[config.mk]
export PLATFORM = sky130hd
export DESIGN_NAME = uart_tx
export DESIGN_NICKNAME = d
export VERILOG_FILES = /design/src/rtl/uart_tx.sv
export SDC_FILE = /design/constraint.sdc
export NUM_CORES = 1
export LEC_CHECK = 0
export CORE_UTILIZATION = 34
export DETAILED_ROUTE_END_ITERATION = 10
export PLACE_DENSITY_LB_ADDON = 0.05
export SKIP_CTS_REPAIR_TIMING = 1
export SKIP_LAST_GASP = 1
export SLEW_MARGIN = 0
export SYNTH_ARGS = -nofsm -noshare
export SYNTH_HDL_FRONTEND = slang
export SYNTH_SLANG_ARGS = --single-unit
[constraint.sdc]
create_clock -name clk -period 3.25 [get_ports clk]
set_clock_uncertainty 0.1 [all_clocks]
set_input_delay 0.975 -clock clk [delete_from_list [all_inputs] [get_ports clk]]
set_output_delay 0.975 -clock clk [all_outputs]
set_load 0.01 [all_outputs]
[src/rtl/uart_tx.sv]
// UART transmitter: start bit, DATA_WIDTH data bits LSB first, optional
// even/odd parity bit, one stop bit; each bit lasts 'prescale' clk cycles.
module uart_tx #(
   parameter int DATA_WIDTH     = 8,
   parameter int PRESCALE_WIDTH = 6
) (
   input  logic                      clk,
   input  logic                      rst,
   input  logic [DATA_WIDTH-1:0]     p_data,
   input  logic                      data_valid,
   input  logic                      par_en,
   input  logic                      par_typ,
   input  logic [PRESCALE_WIDTH-1:0] prescale,
   output logic                      tx_out,
   output logic                      busy
);

   localparam int BIT_CNT_W = (DATA_WIDTH > 1) ? $clog2(DATA_WIDTH) : 1;
   localparam logic [BIT_CNT_W-1:0] LAST_BIT = BIT_CNT_W'(DATA_WIDTH - 1);

   typedef enum logic [2:0] {
      IDLE   = 3'd0,
      START  = 3'd1,
      DATA   = 3'd2,
      PARITY = 3'd3,
      STOP   = 3'd4
   } state_t;

   state_t                    state;
   logic [DATA_WIDTH-1:0]     shift_reg;
   logic                      par_en_q;
   logic                      parity_q;
   logic [PRESCALE_WIDTH-1:0] last_tick;
   logic [PRESCALE_WIDTH-1:0] tick_cnt;
   logic [BIT_CNT_W-1:0]      bit_cnt;
   logic                      bit_done;

   // last_tick holds P-1, so a bit ends when the tick counter reaches it
   assign bit_done = (tick_cnt == last_tick);

   // Whole transmitter in one registered FSM; tx_out and busy change on the
   // same edge as the state so no output lags its state by a cycle.
   always_ff @(posedge clk or posedge rst) begin
      if (rst) begin
         state     <= IDLE;
         shift_reg <= '0;
         par_en_q  <= 1'b0;
         parity_q  <= 1'b0;
         last_tick <= '0;
         tick_cnt  <= '0;
         bit_cnt   <= '0;
         tx_out    <= 1'b1;
         busy      <= 1'b0;
      end else begin
         case (state)
            IDLE: begin
               tx_out   <= 1'b1;
               busy     <= 1'b0;
               tick_cnt <= '0;
               bit_cnt  <= '0;
               if (data_valid) begin
                  shift_reg <= p_data;
                  par_en_q  <= par_en;
                  parity_q  <= (^p_data) ^ par_typ;
                  last_tick <= (prescale == '0) ? '0 : prescale - PRESCALE_WIDTH'(1);
                  tx_out    <= 1'b0;
                  busy      <= 1'b1;
                  state     <= START;
               end
            end

            START: begin
               if (bit_done) begin
                  tick_cnt  <= '0;
                  tx_out    <= shift_reg[0];
                  shift_reg <= shift_reg >> 1;
                  state     <= DATA;
               end else begin
                  tick_cnt <= tick_cnt + PRESCALE_WIDTH'(1);
               end
            end

            DATA: begin
               if (bit_done) begin
                  tick_cnt <= '0;
                  if (bit_cnt == LAST_BIT) begin
                     bit_cnt <= '0;
                     if (par_en_q) begin
                        tx_out <= parity_q;
                        state  <= PARITY;
                     end else begin
                        tx_out <= 1'b1;
                        state  <= STOP;
                     end
                  end else begin
                     bit_cnt   <= bit_cnt + BIT_CNT_W'(1);
                     tx_out    <= shift_reg[0];
                     shift_reg <= shift_reg >> 1;
                  end
               end else begin
                  tick_cnt <= tick_cnt + PRESCALE_WIDTH'(1);
               end
            end

            PARITY: begin
               if (bit_done) begin
                  tick_cnt <= '0;
                  tx_out   <= 1'b1;
                  state    <= STOP;
               end else begin
                  tick_cnt <= tick_cnt + PRESCALE_WIDTH'(1);
               end
            end

            STOP: begin
               if (bit_done) begin
                  tick_cnt <= '0;
                  tx_out   <= 1'b1;
                  busy     <= 1'b0;
                  state    <= IDLE;
               end else begin
                  tick_cnt <= tick_cnt + PRESCALE_WIDTH'(1);
               end
            end

            default: begin
               state    <= IDLE;
               tick_cnt <= '0;
               bit_cnt  <= '0;
               tx_out   <= 1'b1;
               busy     <= 1'b0;
            end
         endcase
      end
   end

endmodule

==> metrics.md <==
| Metric | Value |
|---|---|
| Clk Latency, worst-skew pair | `about 0.28 ns` |
| Pin count of the biggest net entering global routing | `31` |
| Wirelength per Cell | `14.4 µm` |
| Final Slew Violations | `0` |
| Grt met1 use | `22.1%` |
| Tot GR Track Use | `15.9%` |
| Synth Warn # | `0` |
| Setup TNS | `0 ns` |
| Die height | `73.4 µm` |
| Final period utilization | `74.8%` |
| Vias in the first global route | `1337` |
| DIE WIDTH | `73.4 µm` |
| Min Hold Slack | `0.403 ns` |
| Post-synth top flop | `dfrtp_1` |
| Largest buffer count on any clock path | `2` |
| DP Worst Slack | `0.546 ns` |
| #FFs+latches synth | `30` |
| CTS tree | `built` |
| DR iter-0 viols | `55` |
| CP max stage cell | `clkdlybuf4s50_1` |
| Fillers | `503` |
| Detailed Route WL | `between 3 and 4 mm` |
| Layout cells sized above 1 | `under 10%` |
| IO Count | `21` |
| Multi-input gate area | `around 910 µm²` |
| Worst Tran Pin Value | `0.592 ns` |
| ANT nets after route | `0` |
| Setup WS post-layout | `0.819 ns` |
| Worst Hold Launch | `tx_out$_DFFE_PP1P_` |
| Fmax | `around 410 MHz` |
| First-pass GRT wire length | `6.44 mm` |
| Crit. End Element | `flip-flop` |
| HP Class | `reg2reg` |
| CP peak stage delay | `0.53 ns` |
| # rows | `25` |
| Die area | `approximately 5400 µm²` |
| Async set-reset flop share out of synthesis | `100%` |
| Max FFs per register | `8` |
| Total CTS buffers | `5` |
| DP HPWL | `2.74 mm` |
| WS Path Type | `in2reg` |
| Synth area leader | `dfrtp_1` |
| Seq/Total Area, Yosys | `43.4%` |
| Core region area | `4820 µm²` |
| Placed cell count | `252` |
| RSZ-0062 raised after global routing | `false` |
| Worst vdd ir | `389 µV` |
| Post-Place Cell Area | `1990 µm²` |
| Synth Instances | `170` |
| Post-synth top area share | `41.9%` |
| Remaining DRCs | `0` |
| CP Cell Sequence | `clkdlybuf4s50_1 -> nor2_1 -> o22a_1 -> nor2_4 -> a21boi_4 -> a2bb2oi_1` |
| GR peak layer | `met2` |
| Vias per cell | `around 5.0` |
| Total gr overflow | `0` |
| Post-layout util | `42.8%` |
| Area Growth Syn to Fin | `19.1%` |
| Starting Density | `35.9%` |
| Worst Path Required | `~3.4 ns` |
| Initial antenna violation count | `0` |
| Port-buffer cells | `20` |
| PD cells | `941 nW/µm²` |
| Maximum net fanout on the critical path | `10` |
| Routed via count | `1295` |
| Mean Syn Cell Area | `around 10 µm²` |
| Final Hold Vio Count | `0` |
| Synthesized Nets | `194` |
| M2 GR Usage | `23.4%` |
| Outcome | `finished, final reports clean` |
| NumNets Final | `216` |
| Sink Count | `30` |
| EDFF count, synth | `0` |
| GPL Wtd Cong | `around 0.76` |
| Critical Path Start Type | `input port` |
| LEAKAGE | `around 0.85 nW` |
| Post-layout power | `1.94 mW` |
| Post-route cell area | `2060 µm²` |
| Max_cap viols | `0` |
| Initial DRT Pass Iterations | `4` |
| RR Startpoint | `bit_cnt[0]$_DFFE_PP0P_` |
| M3 GR Usage | `approximately 4.8%` |
| # diodes | `0` |
| Clock transition at path regs | `0.07 ns` |
| Htree depth | `2` |
| Post-layout minimum cycle time | `2.43 ns` |
| Non-Filler Instances | `259` |
| Post-synthesis cell type count | `42` |
| Cell Area, Synth | `about 1700 µm²` |
| Root Buffer | `clkbuf_8` |
| FF+latch area | `752 µm²` |
| Ranking of synthesized cells by area | `dfrtp_1 42%, xnor2_1 5.6%, xor2_1 5.6%, a2bb2oi_1 4.0%, nor2_1 3.9%` |
| Critical path origin | `data_valid` |
| Arrival time worst endpoint | `between 2 and 3 ns` |
| Final Setup Violations | `0` |
| Max_slew headroom | `60.5%` |
cell usage after synthesis, drive strengths merged (4+ instances only):
cell type	count
nor2	19
xor2	12
nand3	4
a21oi	6
dfrtp	29
nand2	13
a2bb2oi	8
xnor2	11
o22ai	8
o21ai	9
buf	5
inv	8
ha	5
per-layer routing:
metal / vias up / wire length [µm]
met5: - / 0
met4: 0 / 62
met3: 6 / 137
met2: 18 / 1560
met1: 622 / 1960
li1: 649 / -
critical path, delay by kind of cell:
family | cells | cell delay, ns
AO/OA/AOI/OAI | 3 | 0.74
buffers and inverters | 1 | 0.53
AND/OR/NAND/NOR | 2 | 0.29
worst paths after layout:
kind | slack [ns] | end | cells after the start
min in group asynchronous | 0.98 | tick_cnt[4]$_DFF_PP0_ | 3
hold reg to reg | 0.40 | tx_out$_DFFE_PP1P_ | 2
setup reg to reg | 1.27 | shift_reg[1]$_DFFE_PP0P_ | 6
setup / recovery | 0.82 | shift_reg[1]$_DFFE_PP0P_ | 6
max in group asynchronous | 1.75 | tx_out$_DFFE_PP1P_ | 3
hold / removal | 0.40 | tx_out$_DFFE_PP1P_ | 2
cells by family after synthesis:
family,share of synthesized area [%]
simple gates,14.2
compound gates,21.0
flops,43.4
xor+xnor,12.1
buf+inv,3.90
fa+ha+maj,3.61
mux,1.81
area by class of cell:
cell class                      count  area share (%)
Inverter                            8            1.46
Tap cell                           67            4.07
Timing Repair Buffer               21            10.1
Clock buffer                        7            3.70
Multi-Input combinational cell    126            44.2
Sequential cell                    30            36.5
cell usage in the layout, fill, tap and decap left out, types with 3 or more instances in the layout:
cell type / count
a32oi_1: 3
a32o_1: 3
o32ai_1: 3
a21oi_1: 5
xor2_1: 11
nor2b_1: 3
o22ai_1: 8
ha_1: 5
inv_1: 8
nor2_1: 18
a2bb2oi_1: 8
o21ai_0: 8
dfrtp_1: 29
clkbuf_8: 5
nand2_1: 13
clkdlybuf4s50_1: 20
nand3_1: 3
xnor2_1: 11
power breakdown:
| group | internal [mW] | switching (mW) |
|---|---|---|
| combinational | 0.454 | 0.511 |
| sequential | 0.528 | 0.163 |
| clock | 0.147 | 0.137 |
| total | 1.13 | 0.811 |
Power figures use the tool's default switching activity.
